### src/rtl/ysyx_22050598_idu_pkg.sv
// Shared IDU constants: RISC-V major opcodes, one-hot instruction types,
// the EBREAK encoding and the per-entry decoded field record.
package ysyx_22050598_idu_pkg;

    localparam logic [6:0] OPCODE_LUI       = 7'b0110111;
    localparam logic [6:0] OPCODE_AUIPC     = 7'b0010111;
    localparam logic [6:0] OPCODE_JAL       = 7'b1101111;
    localparam logic [6:0] OPCODE_JALR      = 7'b1100111;
    localparam logic [6:0] OPCODE_BRANCH    = 7'b1100011;
    localparam logic [6:0] OPCODE_LOAD      = 7'b0000011;
    localparam logic [6:0] OPCODE_STORE     = 7'b0100011;
    localparam logic [6:0] OPCODE_ALU_IMM   = 7'b0010011;
    localparam logic [6:0] OPCODE_ALU_REG   = 7'b0110011;
    localparam logic [6:0] OPCODE_SYSTEM    = 7'b1110011;
    localparam logic [6:0] OPCODE_ALU_IMM32 = 7'b0011011;
    localparam logic [6:0] OPCODE_ALU_REG32 = 7'b0111011;

    localparam logic [5:0] INST_TYPE_R = 6'b100000;
    localparam logic [5:0] INST_TYPE_I = 6'b010000;
    localparam logic [5:0] INST_TYPE_S = 6'b001000;
    localparam logic [5:0] INST_TYPE_B = 6'b000100;
    localparam logic [5:0] INST_TYPE_U = 6'b000010;
    localparam logic [5:0] INST_TYPE_J = 6'b000001;
    localparam logic [5:0] INST_TYPE_N = 6'b000000;

    localparam logic [31:0] INST_EBREAK = 32'h0010_0073;

    typedef struct packed {
        logic [4:0] rs1;
        logic [4:0] rs2;
        logic [4:0] rd;
        logic [2:0] funct3;
        logic [6:0] funct7;
        logic [6:0] opcode;
        logic [5:0] inst_type;
        logic       illegal;
        logic       ebreak;
    } dec_fields_t;

endpackage

### src/rtl/ysyx_22050598_idu_dec.sv
// Combinational RISC-V decoder: instruction class, one-hot type, immediates
// extended to XLEN, illegal and ebreak flags.
module ysyx_22050598_idu_dec
    import ysyx_22050598_idu_pkg::*;
#(
    parameter int XLEN     = 64,
    parameter bit RV64_OPS = 1'b1
) (
    input  logic [31:0]     inst,
    output logic [5:0]      inst_type,
    output logic            illegal,
    output logic            ebreak,
    output logic [XLEN-1:0] imm,
    output logic [XLEN-1:0] imm_u
);

    localparam bit WIDE_OPS = RV64_OPS && (XLEN == 64);

    logic [31:0] imm_s32;
    logic [31:0] imm_u32;

    always_comb begin
        // NOTE: every signal written here gets a default first, so no path through the cases infers a latch.
        inst_type = INST_TYPE_N;
        imm_s32   = '0;
        imm_u32   = '0;
        if (inst[1:0] == 2'b11) begin
            case (inst[6:0])
                OPCODE_LUI, OPCODE_AUIPC: inst_type = INST_TYPE_U;
                OPCODE_JAL:               inst_type = INST_TYPE_J;
                OPCODE_JALR, OPCODE_LOAD,
                OPCODE_ALU_IMM, OPCODE_SYSTEM: inst_type = INST_TYPE_I;
                OPCODE_ALU_IMM32: if (WIDE_OPS) inst_type = INST_TYPE_I;
                OPCODE_BRANCH:    inst_type = INST_TYPE_B;
                OPCODE_STORE:     inst_type = INST_TYPE_S;
                OPCODE_ALU_REG:   inst_type = INST_TYPE_R;
                OPCODE_ALU_REG32: if (WIDE_OPS) inst_type = INST_TYPE_R;
                default: ;
            endcase
        end

        // imm_s32 carries the field sign-extended to 32 bits, imm_u32 zero-extended.
        case (inst_type)
            INST_TYPE_I: begin
                imm_u32 = {20'b0, inst[31:20]};
                imm_s32 = {{20{inst[31]}}, inst[31:20]};
            end
            INST_TYPE_S: begin
                imm_u32 = {20'b0, inst[31:25], inst[11:7]};
                imm_s32 = {{20{inst[31]}}, inst[31:25], inst[11:7]};
            end
            INST_TYPE_B: begin
                imm_u32 = {19'b0, inst[31], inst[7], inst[30:25], inst[11:8], 1'b0};
                imm_s32 = {{19{inst[31]}}, inst[31], inst[7], inst[30:25], inst[11:8], 1'b0};
            end
            INST_TYPE_U: begin
                imm_u32 = {inst[31:12], 12'b0};
                imm_s32 = {inst[31:12], 12'b0};
            end
            INST_TYPE_J: begin
                imm_u32 = {11'b0, inst[31], inst[19:12], inst[20], inst[30:21], 1'b0};
                imm_s32 = {{11{inst[31]}}, inst[31], inst[19:12], inst[20], inst[30:21], 1'b0};
            end
            default: ;
        endcase
    end

    assign illegal = (inst_type == INST_TYPE_N);
    assign ebreak  = (inst == INST_EBREAK);
    assign imm     = XLEN'(signed'(imm_s32));
    assign imm_u   = XLEN'(imm_u32);

endmodule

### src/rtl/ysyx_22050598_idu_pipe.sv
// Registered decode stage: decodes on enqueue into a DEPTH-entry FIFO of
// decoded records, with valid/ready on both sides and a redirect flush.
module ysyx_22050598_idu_pipe
    import ysyx_22050598_idu_pkg::*;
#(
    parameter int XLEN     = 64,
    parameter int DEPTH    = 2,
    parameter bit RV64_OPS = 1'b1
) (
    input  logic            clk,
    input  logic            rst,
    input  logic            in_valid,
    output logic            in_ready,
    input  logic [31:0]     in_inst,
    input  logic [XLEN-1:0] in_pc,
    input  logic            flush,
    output logic            out_valid,
    input  logic            out_ready,
    output logic [XLEN-1:0] out_pc,
    output logic [XLEN-1:0] out_imm,
    output logic [XLEN-1:0] out_immU,
    output logic [4:0]      out_rs1,
    output logic [4:0]      out_rs2,
    output logic [4:0]      out_rd,
    output logic [2:0]      out_funct3,
    output logic [6:0]      out_funct7,
    output logic [6:0]      out_opcode,
    output logic [5:0]      out_inst_type,
    output logic            out_illegal,
    output logic            out_ebreak
);

    localparam int PTR_W = (DEPTH > 1) ? $clog2(DEPTH) : 1;
    localparam int CNT_W = $clog2(DEPTH + 1);
    localparam logic [CNT_W-1:0] CNT_FULL = CNT_W'(DEPTH);

    typedef struct packed {
        logic [XLEN-1:0] pc;
        logic [XLEN-1:0] imm;
        logic [XLEN-1:0] imm_u;
        dec_fields_t     fields;
    } entry_t;

    logic [CNT_W-1:0] count_q, count_d;
    logic [PTR_W-1:0] rd_ptr_q, rd_ptr_d;
    logic [PTR_W-1:0] wr_ptr_q, wr_ptr_d;
    entry_t           mem_q [DEPTH];
    entry_t           mem_d [DEPTH];

    entry_t           new_entry;
    entry_t           head;
    logic             push;
    logic             pop;
    logic [5:0]       dec_type;
    logic             dec_illegal;
    logic             dec_ebreak;
    logic [XLEN-1:0]  dec_imm;
    logic [XLEN-1:0]  dec_imm_u;

    ysyx_22050598_idu_dec #(
        .XLEN     (XLEN),
        .RV64_OPS (RV64_OPS)
    ) u_dec (
        .inst      (in_inst),
        .inst_type (dec_type),
        .illegal   (dec_illegal),
        .ebreak    (dec_ebreak),
        .imm       (dec_imm),
        .imm_u     (dec_imm_u)
    );

    assign new_entry.pc               = in_pc;
    assign new_entry.imm              = dec_imm;
    assign new_entry.imm_u            = dec_imm_u;
    assign new_entry.fields.rs1       = in_inst[19:15];
    assign new_entry.fields.rs2       = in_inst[24:20];
    assign new_entry.fields.rd        = in_inst[11:7];
    assign new_entry.fields.funct3    = in_inst[14:12];
    assign new_entry.fields.funct7    = in_inst[31:25];
    assign new_entry.fields.opcode    = in_inst[6:0];
    assign new_entry.fields.inst_type = dec_type;
    assign new_entry.fields.illegal   = dec_illegal;
    assign new_entry.fields.ebreak    = dec_ebreak;

    function automatic logic [PTR_W-1:0] ptr_inc(input logic [PTR_W-1:0] p);
        return (p == PTR_W'(DEPTH - 1)) ? '0 : p + 1'b1;
    endfunction

    // in_ready depends only on count, so a full queue refuses a push even while popping.
    assign in_ready  = (count_q != CNT_FULL);
    assign out_valid = (count_q != '0);
    assign push      = in_valid & in_ready & ~flush;
    assign pop       = out_valid & out_ready & ~flush;

    always_comb begin
        count_d  = count_q;
        rd_ptr_d = rd_ptr_q;
        wr_ptr_d = wr_ptr_q;
        mem_d    = mem_q;
        if (flush) begin
            count_d  = '0;
            rd_ptr_d = '0;
            wr_ptr_d = '0;
        end else begin
            if (push) begin
                mem_d[wr_ptr_q] = new_entry;
                wr_ptr_d        = ptr_inc(wr_ptr_q);
            end
            if (pop) begin
                rd_ptr_d = ptr_inc(rd_ptr_q);
            end
            case ({push, pop})
                2'b10:   count_d = count_q + 1'b1;
                2'b01:   count_d = count_q - 1'b1;
                default: ;
            endcase
        end
    end

    // NOTE: state flops use non-blocking assignments so every flop samples pre-edge values.
    always_ff @(posedge clk) begin
        if (rst) begin
            count_q  <= '0;
            rd_ptr_q <= '0;
            wr_ptr_q <= '0;
        end else begin
            count_q  <= count_d;
            rd_ptr_q <= rd_ptr_d;
            wr_ptr_q <= wr_ptr_d;
        end
    end

    // NOTE: storage has no reset; outputs are forced to zero whenever the queue is empty.
    always_ff @(posedge clk) begin
        mem_q <= mem_d;
    end

    assign head = out_valid ? mem_q[rd_ptr_q] : '0;

    assign out_pc        = head.pc;
    assign out_imm       = head.imm;
    assign out_immU      = head.imm_u;
    assign out_rs1       = head.fields.rs1;
    assign out_rs2       = head.fields.rs2;
    assign out_rd        = head.fields.rd;
    assign out_funct3    = head.fields.funct3;
    assign out_funct7    = head.fields.funct7;
    assign out_opcode    = head.fields.opcode;
    assign out_inst_type = head.fields.inst_type;
    assign out_illegal   = head.fields.illegal;
    assign out_ebreak    = head.fields.ebreak;

endmodule
### config.mk
export PLATFORM = sky130hd
export DESIGN_NAME = ysyx_22050598_idu_pipe
export DESIGN_NICKNAME = d
export VERILOG_FILES = /design/src/rtl/ysyx_22050598_idu_pkg.sv /design/src/rtl/ysyx_22050598_idu_dec.sv /design/src/rtl/ysyx_22050598_idu_pipe.sv
export SDC_FILE = /design/constraint.sdc
export NUM_CORES = 1
export LEC_CHECK = 0
export ABC_AREA = 1
export CAP_MARGIN = 20
export CORE_ASPECT_RATIO = 1.75
export CORE_MARGIN = 1
export CORE_UTILIZATION = 35
export CTS_CLUSTER_DIAMETER = 50
export DETAILED_ROUTE_END_ITERATION = 10
export GPL_TIMING_DRIVEN = 1
export SLEW_MARGIN = 10
export SYNTH_ARGS = -nofsm -noshare
export SYNTH_HDL_FRONTEND = slang
export SYNTH_SLANG_ARGS = --single-unit
### constraint.sdc
create_clock -name clk -period 12.25 [get_ports clk]
set_input_delay 1.8375 -clock clk [delete_from_list [all_inputs] [get_ports clk]]
set_output_delay 1.8375 -clock clk [all_outputs]
set_load 0.02 [all_outputs]
==> summary.txt <==
STA
  – Clk_skew: 0.0148 ns
  – Setup TNS: 0 ns
  – Final min period: 5.57 ns
  – Final hold violation count: 0
  – Setup violations, final: 0
  – Slew headroom: 30.2%
  – Slew @ Worst Pin: 1.05 ns
  – Maximum clock rate: 180 MHz
  – Final slew viol count: 0
  – Final period util: 45.5%
  – Setup ws final: 6.68 ns
  – RSZ-0062 raised after global routing: false

Power and ir drop
  – Leakage: 0.00639 µW
  – Peak supply drop: 0.000107 V
  – PD cells: 135 nW/µm²

Yosys
  – Synth unique cells: 27
  – Synth warn: 0
  – Mapped Area: 13400 µm²
  – #FFs+latches synth: 316
  – Mapped Avg Cell Area: 11.3 µm²
  – Post-Synthesis Cells: 1193
  – Sequential share of the synthesized area: 70.4%

Floorplan
  – Initial Util: 35.7%
  – Die H: 261 µm
  – Die X: 150 µm
  – # rows: 94
  – Io pins: 335
  – Die Area: 39200 µm²
  – Core ar.: 37600 µm²

GRT
  – Largest net degree at the start of global routing: 95
  – Met3 GRT Util: 2.26%
  – Initial antenna violation count: 1
  – First-pass GRT wire length: 52.6 mm
  – Grt peak-use layer: met2
  – Met1 Usage GRT: 19.9%
  – Met2 usage: 33.2%
  – Vias in the first global route: 9084
  – GRT Overall Usage: 17.9%
  – Remaining global-route overflow: 0

Cells and area
  – Final #Nets: 1530
  – Synthesis-to-finish area growth: 29.8%
  – Most frequent cells in the layout: nand2_1 (392), edfxtp_1 (312), clkdlybuf4s50_1 (302)
  – Core Util, Final: 46.3%
  – Share of layout cells above drive strength 1: 4.96%
  – FILL cells: 3459
  – Commonest non-fill, non-tap cell in the layout: nand2_1

Clocking
  – Clock insertion delay at the later pin of the skew report: 0.57 ns
  – Setup bufs post-CTS: 0
  – CTS tree: built
  – Cts-stage hold buffer count: 0
  – CTS clk-pin slew, worst paths: 0.06 ns
  – Clk sinks: 316
  – H-tree depth: 1
  – Inserted Clock Buffers: 31
  – Root Buffer: clkbuf_16
  – Longest Clk Path Bufs: 3
  – Post-CTS sizing: 0

Placement
  – IO Port Bufs: 302
  – DP HPWL: 23.7 mm
  – Pre-CTS WS: 6.63 ns
  – Gpl congestion: 0.806

Worst setup path
  – Reg-to-Reg End: mem_q[458]$_DFFE_PP_
  – R2r worst-path depth: 6
  – Crit path launch: rd_ptr_q$_SDFFE_PP0P_
  – Worst reg2reg path startpoint: count_q[0]$_SDFFE_PP0P_
  – Critical path data arrival time: 3.73 ns
  – CP endpoint kind: output pin
  – R2r setup slk: 8.53 ns
  – Required time of the worst setup path: 10.41 ns
  – CP Max Fanout: 76
  – CP Capture Point: out_illegal
  – Startpoint Class: register
  – Crit path kind: reg -> out

Hold path
  – Hold Crit Class: reg -> reg

Route
  – Antenna-violating nets left: 0
  – Routed len/inst: 18.4 µm
  – Post-Route WL: 35.6 mm
  – Remaining routing DRC violations: 0
  – Pre-antenna DRT Iters: 6
  – Routed vias: 9225
  – DR iter-0 viols: 444
  – DR vias/cell: 4.77

Status
  – Outcome: finished clean

Flow run
  – Maxcap violations: 0
## worst max-delay path, stage by stage (launching register included)
cell	delay, ns
dfxtp_4	0.62
buf_4	0.55
buf_4	0.78
nand2_1	0.12
a21oi_1	0.31
clkdlybuf4s50_1	0.68
## area by class of cell
type | count | area [µm²] | area share [%]
Clock inverter | 21 | 208 | 1.19
Sequential cell | 316 | 9450 | 54.3
Timing Repair Buffer | 312 | 3100 | 17.8
Multi-Input combinational cell | 722 | 3090 | 17.7
Inverter | 45 | 179 | 1.03
Clock buffer | 35 | 791 | 4.54
Tap cell | 480 | 601 | 3.45
Antenna cell | 1 | 2.50 | 0.0144
## where the power goes
part | internal (µW) | leakage [µW] | switching [µW]
Sequential | 1220 | 0.00277 | 7.62
Combinational | 78.4 | 0.00313 | 120
Clock | 530 | 0.000494 | 403
Total | 1830 | 0.00639 | 530
## sequential cells by signal, indices dropped and copies added (netlist names)
name / cells
mem_q: 312
rd_ptr_q: 1
wr_ptr_q: 1
count_q: 2
## synthesized netlist by cell type (all sizes together)
cell | instances | area [µm²]
a21oi | 170 | 851
nor3 | 1 | 10.0
nand2 | 395 | 1500
conb | 1 | 3.75
clkbuf | 26 | 97.6
edfxtp | 312 | 9370
ha | 1 | 12.5
nor2 | 58 | 223
nand3 | 52 | 265
inv | 44 | 165
clkinv | 1 | 3.75
nand3b | 1 | 7.51
o21ai | 5 | 25.0
dfxtp | 4 | 80.1
buf | 115 | 764
a21boi | 4 | 30.0
nor4 | 2 | 12.5
nand4 | 1 | 6.26
## cells by family after synthesis
| logic type | after synthesis | share of synthesized area [%] |
|---|---|---|
| flip-flops | 316 | 70.4 |
| buffers and inverters | 186 | 7.68 |
| other | 1 | 0.0279 |
| adder cells (fa/ha/maj) | 1 | 0.0932 |
| AO/OA/AOI/OAI | 179 | 6.75 |
| AND/OR/NAND/NOR | 510 | 15.0 |
## stage by stage
stage                     area [µm²]  hold slack, ns  cells  total power (µW)
final                          17400           0.501   1932              2360
after CTS                      17400           0.494   1931              2390
after global routing           17400           0.548   1932              2440
after global placement         16400           0.471   1875              1450
after detailed placement       16400           0.484   1875              1450
after floorplan                13500           0.458   1224              1360
## metal layers
metal,part of all wire [%],vias to the layer above
li1,-,4430
met1,37,4439
met2,54,287
met3,4.7,69
met4,4.7,0
met5,0,-
## worst min path at each step
stage / startpoint / endpoint / slack, ns / depth (start not counted)
floorplan: count_q[1]$_SDFFE_PP0P_ / count_q[1]$_SDFFE_PP0P_ / 0.46 / 2
global placement: count_q[1]$_SDFFE_PP0P_ / count_q[1]$_SDFFE_PP0P_ / 0.47 / 2
detailed placement: count_q[1]$_SDFFE_PP0P_ / count_q[1]$_SDFFE_PP0P_ / 0.48 / 2
CTS: count_q[1]$_SDFFE_PP0P_ / count_q[1]$_SDFFE_PP0P_ / 0.49 / 2
global route: count_q[1]$_SDFFE_PP0P_ / count_q[1]$_SDFFE_PP0P_ / 0.55 / 2
finish: count_q[1]$_SDFFE_PP0P_ / count_q[1]$_SDFFE_PP0P_ / 0.50 / 2
Power figures use the tool's default switching activity.
